==> config.mk <==
export PLATFORM = sky130hd
export DESIGN_NAME = fetch_unit
export DESIGN_NICKNAME = d
export VERILOG_FILES = /design/src/rtl/fetch_unit.sv
export SDC_FILE = /design/constraint.sdc
export NUM_CORES = 1
export LEC_CHECK = 0
export CAP_MARGIN = 0
export CELL_PAD_IN_SITES_DETAIL_PLACEMENT = 1
export CELL_PAD_IN_SITES_GLOBAL_PLACEMENT = 2
export CORE_ASPECT_RATIO = 1.25
export CORE_UTILIZATION = 31
export DETAILED_ROUTE_END_ITERATION = 16
export PLACE_DENSITY_LB_ADDON = 0.1
export SLEW_MARGIN = 20
export SYNTH_ARGS = -nofsm -noshare
export SYNTH_HDL_FRONTEND = slang
export SYNTH_SLANG_ARGS = --single-unit
export TNS_END_PERCENT = 10
==> constraint.sdc <==
create_clock -name clk -period 6.7 [get_ports clk]
set_clock_uncertainty 0.1 [all_clocks]
set_input_delay 0.67 -clock clk [delete_from_list [all_inputs] [get_ports clk]]
set_output_delay 0.67 -clock clk [all_outputs]
set_load 0.02 [all_outputs]
==> src/rtl/fetch_unit.sv <==
// nanoLADA instruction fetch unit.
// Holds the PC, fetches instruction words over a req/ack handshake, presents
// instr/opcode to the decoder and steps the PC (sequential, jump or branch)
// when the datapath signals advance.
// Optional feature macro: FETCH_TIMEOUT_EN adds a fetch watchdog that parks
// the unit in a fault state when memory never acknowledges.
module fetch_unit #(
   parameter logic [31:0] RESET_PC    = 32'h0000_0000,
   parameter int unsigned TIMEOUT_CYC = 255
) (
   input  logic        clk,
   input  logic        reset_n,
   output logic        imem_req,
   output logic [31:0] imem_addr,
   input  logic        imem_ack,
   input  logic [31:0] imem_rdata,
   output logic [31:0] instr,
   output logic [5:0]  opcode,
   output logic        instr_valid,
   input  logic        advance,
   input  logic        sel_pc,
   input  logic        sel_addpc,
   output logic [31:0] pc,
   output logic        fault
);

   localparam logic [1:0] S_RESET = 2'd0;
   localparam logic [1:0] S_FETCH = 2'd1;
   localparam logic [1:0] S_ISSUE = 2'd2;
`ifdef FETCH_TIMEOUT_EN
   localparam logic [1:0] S_FAULT = 2'd3;
   localparam int unsigned WAIT_W =
      ($clog2(TIMEOUT_CYC + 1) > 8) ? $clog2(TIMEOUT_CYC + 1) : 8;
`endif

   // Word alignment is forced so a misconfigured RESET_PC cannot break it.
   localparam logic [31:0] PC_INIT = {RESET_PC[31:2], 2'b00};

   logic [1:0]  state_q, state_d;
   logic [31:0] pc_q, pc_d;
   logic [31:0] instr_q, instr_d;
   logic [31:0] pc_p4;
   logic [31:0] br_off;
   logic [31:0] next_pc;
`ifdef FETCH_TIMEOUT_EN
   logic [WAIT_W-1:0] wait_q, wait_d;
   logic [WAIT_W-1:0] wait_inc;
`endif

   // Next PC: jump beats branch beats sequential; all arithmetic wraps.
   always_comb begin
      pc_p4  = pc_q + 32'd4;
      br_off = {{14{instr_q[15]}}, instr_q[15:0], 2'b00};
      if (sel_pc) begin
         next_pc = {pc_p4[31:28], instr_q[25:0], 2'b00};
      end else if (sel_addpc) begin
         next_pc = pc_p4 + br_off;
      end else begin
         next_pc = pc_p4;
      end
   end

   // Fetch/issue sequencing; ack is only honoured in S_FETCH and advance
   // (with its sel_* qualifiers) only in S_ISSUE.
   always_comb begin
      state_d = state_q;
      pc_d    = pc_q;
      instr_d = instr_q;
`ifdef FETCH_TIMEOUT_EN
      wait_d   = wait_q;
      wait_inc = wait_q + 1'b1;
`endif
      case (state_q)
         S_RESET: begin
            state_d = S_FETCH;
`ifdef FETCH_TIMEOUT_EN
            wait_d  = '0;
`endif
         end
         S_FETCH: begin
            if (imem_ack) begin
               instr_d = imem_rdata;
               state_d = S_ISSUE;
`ifdef FETCH_TIMEOUT_EN
               wait_d  = '0;
            end else if (wait_inc == WAIT_W'(TIMEOUT_CYC)) begin
               state_d = S_FAULT;
               wait_d  = wait_inc;
            end else begin
               wait_d  = wait_inc;
`endif
            end
         end
         S_ISSUE: begin
            if (advance) begin
               pc_d    = next_pc;
               state_d = S_FETCH;
`ifdef FETCH_TIMEOUT_EN
               wait_d  = '0;
`endif
            end
         end
`ifdef FETCH_TIMEOUT_EN
         S_FAULT: begin
            state_d = S_FAULT;
         end
`endif
         default: begin
            state_d = S_RESET;
         end
      endcase
   end

   // State registers with asynchronous active-low reset.
   always_ff @(posedge clk or negedge reset_n) begin
      if (!reset_n) begin
         state_q <= S_RESET;
         pc_q    <= PC_INIT;
         instr_q <= '0;
      end else begin
         state_q <= state_d;
         pc_q    <= pc_d;
         instr_q <= instr_d;
      end
   end

`ifdef FETCH_TIMEOUT_EN
   // Watchdog counter of S_FETCH cycles without acknowledge.
   always_ff @(posedge clk or negedge reset_n) begin
      if (!reset_n) begin
         wait_q <= '0;
      end else begin
         wait_q <= wait_d;
      end
   end

   assign fault = (state_q == S_FAULT);
`else
   logic unused_timeout;
   assign unused_timeout = ^TIMEOUT_CYC;
   assign fault          = 1'b0;
`endif

   // Outputs decode directly from state so reset drops req immediately.
   assign imem_req    = (state_q == S_FETCH);
   assign instr_valid = (state_q == S_ISSUE);
   assign imem_addr   = pc_q;
   assign pc          = pc_q;
   assign instr       = instr_q;
   assign opcode      = instr_q[31:26];

endmodule

==> flow_summary.toml, run 1 <==
[global_route]
grt_pass1_wl_um = 28400
grt_pass1_vias = 5258
grt.overflow.total = 0
grt_max_degree = 65
antenna_found_initial = 0
grtUsageTotal_pct = 20.9

[yosys]
syn_area_um2 = 5270
yosys_most_used_dff = "dfrtp_1"
ys_types = 60
synth_top_area_cell = "dfrtp_1"
synth_common_cells = "68 x nand2_1, 64 x dfrtp_1, 49 x o21ai_0"
ys_ff_latch = 64
synth_top_area_share_pct = 30.4
seq_area_frac_synth_pct = 30.4
yosys-top-cells-area = "dfrtp_1 30%, ha_1 8.8%, mux2_2 6.8%"
synth_edf_count = 0
synth_cells = 610
synthMostInstantiatedCell = "nand2_1"
synthArstFlopShare_pct = 100
postSynthAreaPerCell_um2 = 8.63
ys_warn_count = 0

[layout]
fillerInstances = 1949
nets = 782
postLayoutCellArea_um2 = 6850
drive_above_1_share_pct = 8.86
diodes = 0
syn_to_final_growth_pct = 30.1
final_util_pct = 41.8

[timing]
worst_pin_slew_ns = 0.928
min_period_ns = 4.13
relSlewSlack_pct = 38.1
layout_setup_ws_ns = 2.57
hold_viol_final = 0
finalSetupViolations = 0
drv_slew = 0
fmax_ghz = 0.242
tns_ns = 0
finalCritPeriodShare_pct = 61.6
rsz0062_at_grt = "false"

[clocking]
clkLatencyLatePin_ns = 0.35
cts_buffers = 9
postCtsHoldBufs = 0
numClockSinks = 64
clk_pin_slew_ns = 0.07
cts_buffer_depth = 2
cts_setup_buffers = 0
cts_tree = "yes"
cts-root-buf = "clkbuf_16"
cts_resized = 0
cts_max_level = 3

[job]
max_cap_violations = 0

[power_and_ir_drop]
p_leak_nw = 2.91
powerDensity_nw_per_um2 = 624
ir_drop_uv = 195

[die]
dieArea_um2 = 17500
coreArea_um2 = 16400
die_h_um = 148
start_util_pct = 32.1
rows = 52
io-pin-count = 143
die_x_um = 119

[route]
ant_nets = 0
wl_per_cell_um = 18.7
drt_wl_total_um = 17400
dr.pass1.iters = 6
dr_total_vias = 4828
drtIter0Drc = 167
viasPerCell = 5.21
drcViolationCount = 0

[setup_path]
path_buf_inv = 0
required_ns = 6.84
cp_top_family = "compound AO/OA/AOI/OAI gates"
end_kind = "flip-flop"
critPathMaxFanout = 9
cp_slowest_cell = "dfrtp_1"
path_class = "reg2reg"
arrival_ns = 4.27
crit_chain = "ha_1, nand2_1, or3_1, xnor2_1, ha_1, and4_1, nand3_1, a2111oi_4, o21ai_2, a311oi_2, o21ai_0, a31oi_1, a41oi_1, xnor2_1"
critical_path.max_stage_delay_ns = 0.57
crit_path_start_kind = "flip-flop"

[placement]
port_buffers = 137
place_area_um2 = 6560
dpl.hpwl_um = 12900
pre_cts_slack_ns = 2.56
gp_congestion = 0.829

[run_status]
status = "complete, no violations"

[worst_hold_path]
hold_class = "in2async"
==> layout by cell type (no fill, tap or decap), drive strengths merged, types with 4 or more instances in the layout <==
master         count
clkdlybuf4s50    136
nand2             68
dfrtp             64
o21ai             56
nor2              47
a21oi             46
ha                37
mux2              32
xnor2             31
xor2              18
a21o              17
a211oi            13
nand3             13
inv               13
clkbuf            11
nand4              8
and3               8
nor3               8
a31oi              7
o211ai             6
buf                6
nor2b              5
or3                5
mux2i              5
conb               5
and4               4
nand2b             4
clkinv             4
==> metal layers <==
metal | track usage [%] | wire (µm) | vias to the layer above
li1 | - | - | 2329
met1 | 25.5 | 7620 | 2380
met2 | 37.0 | 8850 | 100
met3 | 3.55 | 629 | 19
met4 | 6.71 | 272 | 0
met5 | 0 | 0 | -
==> final cells by class <==
type	count	area [µm²]	area share (%)
multi-input combinational	476	3240	47.2
sequential	64	1600	23.4
timing repair buffer	142	1400	20.5
tap	216	270	3.94
clock buffer	11	233	3.40
clock inverter	5	57.6	0.840
inverter	13	48.8	0.712
==> worst paths after layout <==
kind	endpoint	slack, ns	from	cells after the start
max	imem_addr[31]$_DFFE_PN0P_	2.57	imem_addr[2]$_DFFE_PN0P_	14
min	instr[29]$_DFFE_PN0P_	0.41	reset_n	2
max reg2reg	imem_addr[31]$_DFFE_PN0P_	2.57	imem_addr[2]$_DFFE_PN0P_	14
min reg2reg	state_q[0]$_DFFE_PN0P_	0.41	state_q[1]$_DFFE_PN0P_	1
max in group asynchronous	instr[14]$_DFFE_PN0P_	5.50	reset_n	2
min in group clk	state_q[0]$_DFFE_PN0P_	0.41	state_q[1]$_DFFE_PN0P_	1
==> worst reg2reg max path, stage by stage, from the launching register on <==
cell and delay [ns]:
dfrtp_1 0.57, ha_1 0.37, nand2_1 0.10, or3_1 0.41
xnor2_1 0.18, ha_1 0.42, and4_1 0.25, nand3_1 0.15
a2111oi_4 0.46, o21ai_2 0.12, a311oi_2 0.23, o21ai_0 0.15
a31oi_1 0.25, a41oi_1 0.08, xnor2_1 0.18
==> registers in the layout, indices dropped and copies added, names as in the netlist <==
name       flops
state_q        2
imem_addr     30
instr         32
==> where the power goes <==
group | switching (mW) | total (mW) | internal [mW] | leakage, nW
logic | 1.59 | 2.92 | 1.33 | 1.99
clock network | 0.194 | 0.483 | 0.289 | 0.143
registers | 0.302 | 0.876 | 0.574 | 0.776
total | 2.09 | 4.28 | 2.19 | 2.91
==> stage by stage <==
stage	instances	hold WS, ns	total power [mW]
6_report	927	0.408	4.28
5_1_grt	927	0.423	4.62
3_5_place_dp	911	0.414	3.80
3_3_place_gp	911	0.374	3.76
2_1_floorplan	614	0.274	2.84
4_1_cts	927	0.411	4.31
==> cell families after synthesis <==
group,after synthesis,synth area share [%]
and+or+nand+nor,175,15.3
AOI/OAI and AO/OA,172,20.7
buffers and inverters,74,8.39
DFF,64,30.4
xor gates and xnor gates,49,8.15
adders and majority gates,38,9.17
muxes,37,7.79
other,1,0.0712
Note: power is estimated with default switching activity, not from simulation.
==> run 2, diff against run 1 <==
Settings changed: CORE_UTILIZATION 31 to 29.
Clock period 6.7 ns to 4.22 ns, I/O delays scaled along.
==> run 2 against run 1 <==
Wire length rose by 9.6%. Count of clock-buffer cells in the layout fell by 2. Setup slack got worse by 2.3 ns. Total power rose by 65%. Maximum frequency rose by 3.7%. Via count rose by 1.8%. Clock power rose by 80%. Die area rose by 6.8%. Combinational power rose by 66%. Register-to-register slack got worse by 2.3 ns. First-iteration DRC count fell by 6.0%. Critical path type unchanged. Highest routed layer unchanged.
==> flow_summary.toml, run 2 (synthesis gave the netlist of run 1 again) <==
[timing]
relSlewSlack_pct = 39.7
rsz0062_at_grt = "false"
fmax_ghz = 0.251
finalCritPeriodShare_pct = 94.4
tns_ns = 0
hold_viol_final = 0
drv_slew = 0
worst_pin_slew_ns = 0.905
min_period_ns = 3.98
finalSetupViolations = 0

[power_and_ir_drop]
finalPower_mw = 7.07
p_leak_nw = 3.01
powerDensity_nw_per_um2 = 1010
ir_drop_uv = 399

[clocking]
cts_max_level = 3
cts-root-buf = "clkbuf_16"
cts_tree = "yes"
postCtsHoldBufs = 0
clkLatencyLatePin_ns = 0.36
numClockSinks = 64
cts_buffers = 9
clk_pin_slew_ns = 0.07
cts_buffer_depth = 2

[layout]
final_cell_mix = "136 x clkdlybuf4s50_1, 68 x nand2_1, 61 x dfrtp_1"
layout_commonest_cell = "clkdlybuf4s50_1"
diodes = 0
postLayoutCellArea_um2 = 7010
drive_above_1_share_pct = 11.6
syn_to_final_growth_pct = 33.2
largest_reg_flops = 32
finalNonFillerCells = 948
nets = 795

[global_route]
grt_pass1_wl_um = 29800
grt_pass1_vias = 5318
grt_max_degree = 65
grtUsageTotal_pct = 21.2
grt.overflow.total = 0
antenna_found_initial = 0

[route]
viasPerCell = 5.19
wl_per_cell_um = 20.1
drt_wl_total_um = 19000
drtIter0Drc = 157
drcViolationCount = 0
ant_nets = 0
dr.pass1.iters = 4
dr_total_vias = 4917

[setup_path]
path_class = "reg2reg"
critPathMaxFanout = 7
crit_path_start_kind = "flip-flop"
reg2reg_from = "imem_addr[10]$_DFFE_PN0P_"
critical_path.max_stage_delay_ns = 0.47
crit_chain = "and4_1, nand3_2, or3_1, nor2_1, nand2_1, xnor2_1, ha_1, a21o_1, a21o_1, a21oi_1, a311oi_2, or3_1, a31oi_1, a41oi_1, xnor2_1"
path_buf_inv = 0
cp_top_family = "simple AND/OR/NAND/NOR gates"
end_kind = "flip-flop"
arrival_ns = 4.11
required_ns = 4.35
setup.worst_path.start = "imem_addr[10]$_DFFE_PN0P_"
cp_slowest_cell = "or3_1"

[placement]
place_area_um2 = 6670
port_buffers = 137
post-place-cells = 932
dpl.hpwl_um = 14200
gp_congestion = 0.826

[die]
die_h_um = 153
dieArea_um2 = 18700
rows = 54
die_x_um = 123
coreArea_um2 = 17600
io-pin-count = 143
start_util_pct = 29.9

[job]
max_cap_violations = 0

[run_status]
status = "complete, no violations"

[worst_hold_path]
hold_class = "in2async"
-- run 2: cell types whose count changed in the layout (fill, tap and decap cells not counted), moves of 2 or more --
cell / previous run / this run
clkbuf_1: 2 / 0
dfrtp_2: 0 / 3
buf_4: 5 / 18
dfrtp_1: 64 / 61
inv_6: 0 / 3
-- run 2: layout make-up --
| cell class | instances | area (µm²) |
|---|---|---|
| inverter | 13 | 48.8 |
| sequential | 64 | 1610 |
| timing repair buffer | 155 | 1500 |
| tap | 224 | 280 |
| multi-input combinational | 476 | 3250 |
| fill | 2083 | 10600 |
| clock buffer | 9 | 225 |
| clock inverter | 7 | 100 |
-- run 2: worst register-to-register path, delay by kind of cell (launching register included) --
kind            cells  cell delay (ns)
xor+xnor            2             0.44
simple gates        6             1.49
compound gates      6             1.02
fa+ha+maj           1             0.37
flops               1             0.44
-- run 2: through the flow --
step	util [%]	hold WS, ns	setup slack (ns)
2_1_floorplan	-	0.0264	0.524
4_1_cts	39.7	0.228	0.103
5_1_grt	39.8	0.274	0.00644
3_3_place_gp	37.8	0.373	0.118
3_5_place_dp	37.8	0.392	-0.00791
6_report	39.8	0.182	0.237
-- run 2: worst paths after layout --
| path | cells after the start | slack [ns] | endpoint |
|---|---|---|---|
| setup reg to reg | 15 | 0.24 | imem_addr[31]$_DFFE_PN0P_ |
| setup / recovery | 15 | 0.24 | imem_addr[31]$_DFFE_PN0P_ |
| hold / removal | 2 | 0.18 | imem_addr[25]$_DFFE_PN0P_ |
| max in group asynchronous | 2 | 3.20 | imem_addr[8]$_DFFE_PN0P_ |
| min in group clk | 1 | 0.41 | state_q[0]$_DFFE_PN0P_ |
| hold reg to reg | 1 | 0.41 | state_q[0]$_DFFE_PN0P_ |
-- run 2: report_power, final --
part           total [mW]  internal (mW)  switching, mW
Sequential           1.34          0.915          0.426
Combinational        4.86           2.18           2.68
Clock               0.869          0.524          0.344
-- run 2: layer usage --
layer | global-route usage [%] | part of all wire (%)
met5 | 0 | 0
met2 | 38.5 | 53
met1 | 24.6 | 41
met3 | 2.69 | 2.9
met4 | 8.01 | 2.2
-- run 2: what timing repair did --
action,4_1_cts,5_1_grt
endpoints found under the hold margin,0,0
gates resized for setup,1,7
buffers inserted,0,0
endpoints found under the setup margin,1,3
==> run 3, diff against run 2 <==
Settings changed: ABC_AREA set to 0.
==> results of run 3 <==
No change in the layout: final DEF, timing and power equal those of run 2.
